### src/rtl/input_conditioner_if.sv
// ---------------------------------------------------------------------------
// input_conditioner_if : CPU-side input-port bus (port select, ack, data, irq)
// Revision 1.0
// ---------------------------------------------------------------------------
`default_nettype none

interface input_conditioner_if;
  logic [1:0] hilo_in;
  logic       re_i;
  logic [7:0] in_p0;
  logic [7:0] in_p1;
  logic [7:0] in_p2;
  logic [7:0] in_p3;
  logic       irq_o;

  modport master (
    output hilo_in,
    output re_i,
    input  in_p0,
    input  in_p1,
    input  in_p2,
    input  in_p3,
    input  irq_o
  );

  modport slave (
    input  hilo_in,
    input  re_i,
    output in_p0,
    output in_p1,
    output in_p2,
    output in_p3,
    output irq_o
  );
endinterface

`default_nettype wire

### src/rtl/input_conditioner.sv
// ---------------------------------------------------------------------------
// input_conditioner : synchronize/debounce 4 keys + 10 switches, sticky presses
// Revision 1.0
// ---------------------------------------------------------------------------
`default_nettype none

module input_conditioner #(
  parameter int DB_CYCLES = 16
) (
  input  wire logic         clk,
  input  wire logic         reset,
  input  wire logic [3:0]   buttons,
  input  wire logic [9:0]   switches,
  input_conditioner_if.slave bus
);

  localparam int            NCH     = 14;
  localparam int            CW      = $clog2(DB_CYCLES);
  localparam logic [CW-1:0] CNT_MAX = CW'(DB_CYCLES - 1);

  logic [NCH-1:0] raw_w;
  logic [NCH-1:0] s1_q;
  logic [NCH-1:0] s2_q;
  logic [NCH-1:0] stable_q;
  logic [NCH-1:0] stable_d;
  logic [CW-1:0]  cnt_q [NCH];
  logic [CW-1:0]  cnt_d [NCH];
  logic [3:0]     pending_q;
  logic [3:0]     pending_d;
  logic [3:0]     press_w;
  logic           any_w;

  // Keys are active-low at the pin; channels 0..3 carry 1 = pressed.
  assign raw_w = {switches, ~buttons};

  always_comb begin
    stable_d = stable_q;
    for (int i = 0; i < NCH; i++) begin
      cnt_d[i] = '0;
      if (s2_q[i] != stable_q[i]) begin
        if (cnt_q[i] == CNT_MAX) begin
          stable_d[i] = s2_q[i];
        end else begin
          cnt_d[i] = cnt_q[i] + CW'(1);
        end
      end
    end
  end

  // A new press outranks a same-cycle acknowledge so no event is ever lost.
  assign press_w   = stable_d[3:0] & ~stable_q[3:0];
  assign pending_d = press_w | (pending_q & {4{~bus.re_i}});

  always_ff @(posedge clk or negedge reset) begin
    if (!reset) begin
      s1_q      <= '0;
      s2_q      <= '0;
      stable_q  <= '0;
      pending_q <= '0;
      for (int i = 0; i < NCH; i++) begin
        cnt_q[i] <= '0;
      end
    end else begin
      s1_q      <= raw_w;
      s2_q      <= s1_q;
      stable_q  <= stable_d;
      pending_q <= pending_d;
      for (int i = 0; i < NCH; i++) begin
        cnt_q[i] <= cnt_d[i];
      end
    end
  end

  assign any_w     = |pending_q;
  assign bus.in_p0 = {4'b0000, stable_q[3:0]};
  assign bus.in_p1 = (bus.hilo_in == 2'b10) ? 8'h00 : {3'b000, stable_q[8:4]};
  assign bus.in_p2 = (bus.hilo_in == 2'b01) ? 8'h00 : {3'b000, stable_q[13:9]};
  assign bus.in_p3 = {any_w, 3'b000, pending_q};
  assign bus.irq_o = any_w;

endmodule

`default_nettype wire
### src/flat_wrapper.sv
// flat-port wrapper written by rule: the top's interface ports become plain ports
module input_conditioner_flat 
#(
  parameter int DB_CYCLES = 16
)
  (clk, reset, buttons, switches, bus_hilo_in, bus_re_i, bus_in_p0, bus_in_p1, bus_in_p2, bus_in_p3, bus_irq_o);
  input_conditioner_if bus_i ();
  input  wire logic clk;
  input  wire logic reset;
  input  wire logic [3:0] buttons;
  input  wire logic [9:0] switches;
  input wire logic [$bits(bus_i.hilo_in)-1:0] bus_hilo_in;
  input wire logic [$bits(bus_i.re_i)-1:0] bus_re_i;
  output wire logic [$bits(bus_i.in_p0)-1:0] bus_in_p0;
  output wire logic [$bits(bus_i.in_p1)-1:0] bus_in_p1;
  output wire logic [$bits(bus_i.in_p2)-1:0] bus_in_p2;
  output wire logic [$bits(bus_i.in_p3)-1:0] bus_in_p3;
  output wire logic [$bits(bus_i.irq_o)-1:0] bus_irq_o;
  assign bus_i.hilo_in = bus_hilo_in;
  assign bus_i.re_i = bus_re_i;
  assign bus_in_p0 = bus_i.in_p0;
  assign bus_in_p1 = bus_i.in_p1;
  assign bus_in_p2 = bus_i.in_p2;
  assign bus_in_p3 = bus_i.in_p3;
  assign bus_irq_o = bus_i.irq_o;
  input_conditioner #(.DB_CYCLES(DB_CYCLES)) u_core (.clk(clk), .reset(reset), .buttons(buttons), .switches(switches), .bus(bus_i));
endmodule
### config.mk
export PLATFORM = sky130hd
export DESIGN_NAME = input_conditioner_flat
export DESIGN_NICKNAME = d
export VERILOG_FILES = /design/src/rtl/input_conditioner_if.sv /design/src/rtl/input_conditioner.sv /design/src/flat_wrapper.sv
export SDC_FILE = /design/constraint.sdc
export NUM_CORES = 1
export LEC_CHECK = 0
export BUFFER_PORTS_ARGS = -buffer_cell sky130_fd_sc_hd__buf_2
export CORE_UTILIZATION = 55
export CTS_CLUSTER_DIAMETER = 30
export CTS_CLUSTER_SIZE = 40
export DETAILED_ROUTE_END_ITERATION = 12
export MAX_ROUTING_LAYER = met4
export PLACE_DENSITY = 0.76
export SYNTH_ARGS = -nofsm -noshare
export SYNTH_HDL_FRONTEND = slang
export SYNTH_SLANG_ARGS = --single-unit
### constraint.sdc
create_clock -name clk -period 1.56 [get_ports clk]
set_input_delay 0.078 -clock clk [delete_from_list [all_inputs] [get_ports clk]]
set_output_delay 0.078 -clock clk [all_outputs]
set_load 0.01 [all_outputs]
==> results of run 1 <==
## cells by family (layout without fill, tap and decap cells)
group	after synthesis	count (layout)	share of synthesized area
DFF	102	102	0.615
muxes	10	10	0.0271
buffers and inverters	44	98	0.0561
other	1	13	0.000904
AOI/OAI and AO/OA	53	53	0.0748
and+or+nand+nor	84	84	0.125
xor gates and xnor gates	28	28	0.0591
adders and majority gates	14	14	0.0422
## worst max path at each step
stage / startpoint / to / depth (start not counted)
floorplan: u_core.cnt_q[12]$_DFF_PN0_ / u_core.stable_q[10]$_DFFE_PN0P_ / 3
global placement: u_core.cnt_q[12]$_DFF_PN0_ / u_core.stable_q[10]$_DFFE_PN0P_ / 3
detailed placement: u_core.cnt_q[20]$_DFF_PN0_ / u_core.stable_q[8]$_DFFE_PN0P_ / 3
CTS: u_core.pending_q[2]$_DFF_PN0_ / bus_in_p3[7] / 3
global route: u_core.pending_q[2]$_DFF_PN0_ / bus_irq_o / 3
finish: u_core.pending_q[2]$_DFF_PN0_ / bus_irq_o / 3
## power by group through the flow
stage	Clock (mW)	Combinational (mW)	Sequential, mW
after floorplan	0	0.226	2.90
after global placement	0	0.317	2.92
after detailed placement	0	0.328	2.92
after CTS	1.63	0.363	2.87
after global routing	1.75	0.411	2.89
final	1.57	0.353	2.87
## Yosys cell counts
library cell and n:
a21oi_1 28, a311oi_2 3, and2_1 10, buf_4 18
conb_1 1, dfrtp_1 102, ha_1 14, inv_1 26
mux2_1 10, nand2_1 4, nand2b_1 2, nand3_1 13
nand3_2 1, nand4_1 1, nand4b_1 14, nor2_1 14
nor2b_1 14, nor3b_1 11, o21ai_0 18, o32ai_1 4
xnor2_1 28
## stage by stage
step	setup WS, ns	instance area (um^2)	hold slack [ns]	instances	util
floorplan	0.424	4190	-0.218	348	-
global placement	0.373	4420	0.0563	469	0.609
detailed placement	0.349	4420	0.0562	469	0.609
CTS	0.275	4770	0.215	501	0.658
global route	0.223	4770	0.245	501	0.658
finish	0.313	4770	0.218	501	0.658
## placed cells by master (no fill, tap or decap), drive strengths merged, types with 3 or more instances in the layout
| cell type | instances |
|---|---|
| ha | 14 |
| xnor2 | 28 |
| a311oi | 3 |
| nand2 | 4 |
| conb | 13 |
| mux2 | 10 |
| nor2b | 14 |
| nand3 | 14 |
| nor2 | 14 |
| buf | 40 |
| and2 | 10 |
| dlygate4sd3 | 16 |
| o32ai | 4 |
| nor3b | 11 |
| a21oi | 28 |
| nand4b | 14 |
| o21ai | 18 |
| inv | 26 |
| clkbuf | 14 |
| dfrtp | 102 |
## registers in the layout (all words and copies together), names as in the netlist
| name | flops |
|---|---|
| u_core.s2_q | 14 |
| u_core.cnt_q | 56 |
| u_core.stable_q | 14 |
| u_core.s1_q | 14 |
| u_core.pending_q | 4 |
## routing by layer
| metal | up-vias | part of all wire | global-route usage |
|---|---|---|---|
| met4 | 0 | 0.020 | 0.0674 |
| met5 | - | 0 | - |
| met3 | 15 | 0.038 | 0.0597 |
| met2 | 47 | 0.50 | 0.299 |
| met1 | 1241 | 0.45 | 0.223 |
| li1 | 1240 | - | - |
## final cells by class
| type | instances | area, um^2 |
|---|---|---|
| Sequential cell | 102 | 2550 |
| Inverter | 26 | 97.6 |
| Tap cell | 99 | 124 |
| Clock buffer | 14 | 183 |
| Clock inverter | 2 | 13.8 |
| Fill cell | 566 | 2480 |
| Timing Repair Buffer | 56 | 393 |
| Multi-Input combinational cell | 202 | 1410 |
## repair_timing
item                       CTS  global route
hold endpoints to repair    50             0
setup endpoints to repair    0             0
hold buffers                16             0
==> metrics.md, run 1 <==
| Metric | Value |
|---|---|
| Die Y | between 80 and 90 um |
| RSZ-0062 raised after global routing | no |
| Die area | 7900 um^2 |
| CP cell instances | inv_1 > nand4_1 > buf_2 |
| Slowest stage cell on the critical path | dfrtp_1 |
| Initial antenna violation count | 0 |
| Max IR drop VDD | 0.515 mV |
| Synth Register Bits | 102 |
| Setup Buffers After CTS | 0 |
| Clock Power Share | 0.327 |
| Area of the core | slightly above 7000 um^2 |
| Synthesized cell area | 4150 um^2 |
| Cts bufs inserted | 9 |
| Largest net degree at the start of global routing | 37 |
| Crit path max fanout | 2 |
| H-tree levels | 3 |
| Pre-Repair DR Iteration Count | 4 |
| Final TNS setup | 0 ns |
| Number of port buffers | 38 |
| Yosys top cell area share | 0.615 |
| R2R Setup Slk | roughly 0.34 ns |
| Seq/Total Area, Yosys | 0.615 |
| ANT nets after route | 0 |
| Area Overhead vs Synth | 15.0% |
| FP Rows | 31 |
| Synth area leaders | dfrtp_1 (62%), xnor2_1 (5.9%), ha_1 (4.2%), a21oi_1 (3.4%), buf_4 (3.3%) |
| Layout cells sized above 1 | 0.147 |
| Gr ovfl total | 0 |
| Clk buf depth | 2 |
| Max Cap Viol | 0 |
| Synth Area per Inst | 12.3 um^2 |
| Vias in the first global route | 2430 |
| Period Utilization, post-route | 0.799 |
| Effective utilization at floorplan | 0.572 |
| Clock sink count | 102 |
| Residual DRC count | 0 |
| Clock Tree Root | clkbuf_8 |
| Worst path arrival time | 1.17 ns |
| Nets | 430 |
| Part of the power in registers | 0.600 |
| Min Tclk post-route | 1.25 ns |
| Fin. Hold Viols | 0 |
| Lkg Pwr | 2.21 nW |
| Worst r2r dst | u_core.pending_q[1]$_DFF_PN0_ |
| DRT Wirelength | approximately 6.2 mm |
| Starting DRC count in detailed routing | about 110 |
| Worst reg2reg startpoint | u_core.cnt_q[48]$_DFF_PN0_ |
| Pins Over Slew Limit | 0 |
| Critical Path Sink Type | primary output |
| Cell taking the most area after synthesis | dfrtp_1 |
| Startpoint Class | flip-flop |
| Worst min path class | in -> async |
| Max incr delay on CP | 0.39 ns |
| Fmax achieved | between 0.8 and 0.9 GHz |
| Mapped Cells | 336 |
| # resized after CTS | 0 |
| Distinct cells, synth | 21 |
| Total GRT Usage | 0.187 |
| Yosys warns | 0 |
| # IOs | 52 |
| Number of setup violations in the final report | 0 |
| Reg2Reg Depth | 3 |
| Vias | 2543 |
| Worst skew pair latency | 0.35 ns |
| Critical Path RT | 1.48 ns |
| PD cells | roughly 1000 nW/um^2 |
| Switching share of total power | 0.229 |
| CTS tree | yes |
| DP HPWL | 4.34 mm |
| Net switching power | 1.10 mW |
| First-pass GRT wire length | 10.6 mm |
| Comb power frac | 0.074 |
| Antenna diode count | 0 |
| Final GP Congestion | 0.744 |
| Critical path buffers and inverters | 2 |
| CP Class | reg -> out |
| Total power | 4.79 mW |
| Status | completed |
| Clock transition at the registers of the reported paths | 0.09 ns |
| Post-DR vias/cell | 5.08 |
| Routed wire length per instance | 12.3 um |
| Internal | roughly 3.7 mW |
| Clock skew | 0.00717 ns |
| Top Family by Delay on Critical Path | flip-flops |
| Die X | 88.9 um |
Note: power is estimated with default switching activity, not from simulation.
==> run 2, diff against run 1 <==
--- a/config.mk
+++ b/config.mk
@@ -6,7 +6,7 @@
 export NUM_CORES = 1
 export LEC_CHECK = 0
 export BUFFER_PORTS_ARGS = -buffer_cell sky130_fd_sc_hd__buf_2
-export CORE_UTILIZATION = 55
+export CORE_UTILIZATION = 52
 export CTS_CLUSTER_DIAMETER = 30
 export CTS_CLUSTER_SIZE = 40
 export DETAILED_ROUTE_END_ITERATION = 12
==> constraint.sdc (replaced) <==
create_clock -name clk -period 1 [get_ports clk]
set_input_delay 0.05 -clock clk [delete_from_list [all_inputs] [get_ports clk]]
set_output_delay 0.05 -clock clk [all_outputs]
set_load 0.01 [all_outputs]
==> run 2 against run 1 <==
Effect of this change: the flow now finishes with violations (negative setup slack); sequential power increased by 58%; clock skew increased by 0.0046 ns; utilization increased by 12 points; register-to-register slack got worse by 0.44 ns; routed wire length increased by 36%; critical path depth unchanged.
==> metrics.md, run 2 (same netlist as run 1, synthesis figures left out) <==
| Metric | Value |
|---|---|
| Clock Tree Root | clkbuf_8 |
| CP Class | reg -> out |
| Clock skew | 0.0118 ns |
| Clock sink count | 102 |
| Period Utilization, post-route | 1.13 |
| Largest net degree at the start of global routing | 45 |
| Clock transition at the registers of the reported paths | roughly 0.1 ns |
| Critical path buffers and inverters | 2 |
| Die X | roughly 91 um |
| Number of port buffers | 38 |
| Critical Path Sink Type | primary output |
| Nets | 485 |
| ANT nets after route | 0 |
| Most frequent cells in the layout | dfrtp_1 (100), buf_4 (42), buf_2 (30) |
| Pins Over Slew Limit | 0 |
| Max Cap Viol | 0 |
| H-tree levels | 3 |
| Min Tclk post-route | around 1.1 ns |
| Clk buf depth | 2 |
| Status | complete, but fails checks |
| First-pass GRT wire length | roughly 13 mm |
| Cts bufs inserted | 9 |
| Final GP Congestion | 0.745 |
| Top Family by Delay on Critical Path | flip-flops |
| Worst skew pair latency | around 0.37 ns |
| Fmax achieved | just under 0.9 GHz |
| Antenna diode count | 0 |
| Worst min path class | in -> async |
| Total GRT Usage | 0.210 |
| PD cells | about 1300 nW/um^2 |
| Worst reg2reg startpoint | u_core.cnt_q[53]$_DFF_PN0_ |
| Placed cell areas | 4820 um^2 |
| Most frequent standard cell in the layout excluding fill and tap cells | dfrtp_1 |
| Lkg Pwr | 2.65 nW |
| Number of setup violations in the final report | 47 |
| R2R Setup Slk | -0.10 ns |
| Routed wire length per instance | 15.0 um |
| Fin. Hold Viols | 0 |
| Max reg flops | 56 |
| Effective utilization at floorplan | 0.537 |
| Final core occ | 0.778 |
| Startpoint Class | flip-flop |
| Crit path max fanout | 2 |
| Die area | 8340 um^2 |
| Area of the core | about 7700 um^2 |
| Critical Path RT | 0.95 ns |
| DP HPWL | 4.72 mm |
| Reg2Reg Depth | 4 |
| Area Overhead vs Synth | 44.8% |
| # IOs | 52 |
| Residual DRC count | 0 |
| Gr ovfl total | 0 |
| FP Rows | 32 |
| Vias in the first global route | 2891 |
| Vias | 2826 |
| Layout cells sized above 1 | 0.464 |
| Starting DRC count in detailed routing | 84 |
| RSZ-0062 raised after global routing | yes |
| Worst path arrival time | 1.08 ns |
| Most flops, register | u_core.cnt_q |
| Design Area, Final | 6010 um^2 |
| Slowest stage cell on the critical path | dfrtp_1 |
| Die Y | 91.3 um |
| CTS tree | yes |
| CP cell instances | inv_1 > nand4_1 > buf_2 |
| Fillers | between 400 and 500 |
| Crit path from | u_core.pending_q[3]$_DFF_PN0_ |
| Max incr delay on CP | 0.39 ns |
| Pre-Repair DR Iteration Count | 4 |
| Failing checks | negative setup slack |
| Final WS setup | -0.125 ns |
| Final TNS setup | -2.63 ns |
| Initial antenna violation count | 0 |
| Post-DR vias/cell | 5.06 |
| Worst r2r dst | u_core.cnt_q[54]$_DFF_PN0_ |
| Max IR drop VDD | about 0.94 mV |
| DRT Wirelength | ~8.4 mm |
==> run 2: cell types whose count changed in the layout (fill, tap and decap cells not counted), moves of 11 or more <==
cell,change
a21oi_1,-15
a21oi_2,+14
buf_4,+41
buf_6,+21
ha_1,-14
ha_4,+13
nand3_1,-13
nor3b_1,-11
nor3b_2,+11
o21ai_0,-16
o21ai_1,+14
xnor2_1,-23
xnor2_2,+14
==> run 2: per-layer routing <==
| layer | GRT usage | share of wire | wire, um | up-vias |
|---|---|---|---|---|
| met5 | - | 0 | 0 | - |
| met4 | 0.0860 | 0.012 | 98 | 0 |
| met3 | 0.0436 | 0.030 | 250 | 13 |
| met2 | 0.359 | 0.55 | 4560 | 42 |
| met1 | 0.242 | 0.41 | 3460 | 1424 |
| li1 | - | - | - | 1347 |
==> run 2: power breakdown <==
part	switching, mW	internal [mW]
Sequential	0.228	4.32
Combinational	0.456	0.586
Clock	1.35	1.10
Total	2.03	6.00
==> run 2: worst max-delay path by stage <==
stage	cells after the start	slack, ns	to
after global placement	3	-0.07	u_core.stable_q[10]$_DFFE_PN0P_
after global routing	3	-0.19	bus_in_p3[7]
after floorplan	3	-0.06	u_core.stable_q[10]$_DFFE_PN0P_
after detailed placement	3	-0.11	u_core.stable_q[10]$_DFFE_PN0P_
final	3	-0.13	bus_in_p3[7]
after CTS	3	-0.15	bus_in_p3[7]
==> run 2: repair_timing <==
action	4_1_cts	5_1_grt
pin swaps	30	29
setup buffers	15	6
resized for setup	57	74
hold endpoints to repair	120	0
endpoints found under the setup margin	56	80
hold buffers	16	0
==> run 2: cell type report <==
type	count	area, um^2	share of cell area
timing repair buffer	111	902	0.150
clock inverter	3	17.5	0.00292
sequential	102	2550	0.425
multi-input combinational	202	2140	0.356
clock buffer	13	169	0.0281
tap	102	128	0.0212
inverter	26	97.6	0.0162
==> run 2: metrics by stage <==
stage | instances | power [mW] | hold WS, ns | setup WS (ns)
3_5_place_dp | 508 | 5.27 | -0.0642 | -0.112
4_1_cts | 554 | 7.91 | 0.0782 | -0.146
6_report | 559 | 8.03 | 0.0823 | -0.125
3_3_place_gp | 508 | 5.22 | -0.0657 | -0.0671
2_1_floorplan | 348 | 4.91 | -0.246 | -0.0562
5_1_grt | 559 | 8.40 | 0.0840 | -0.185
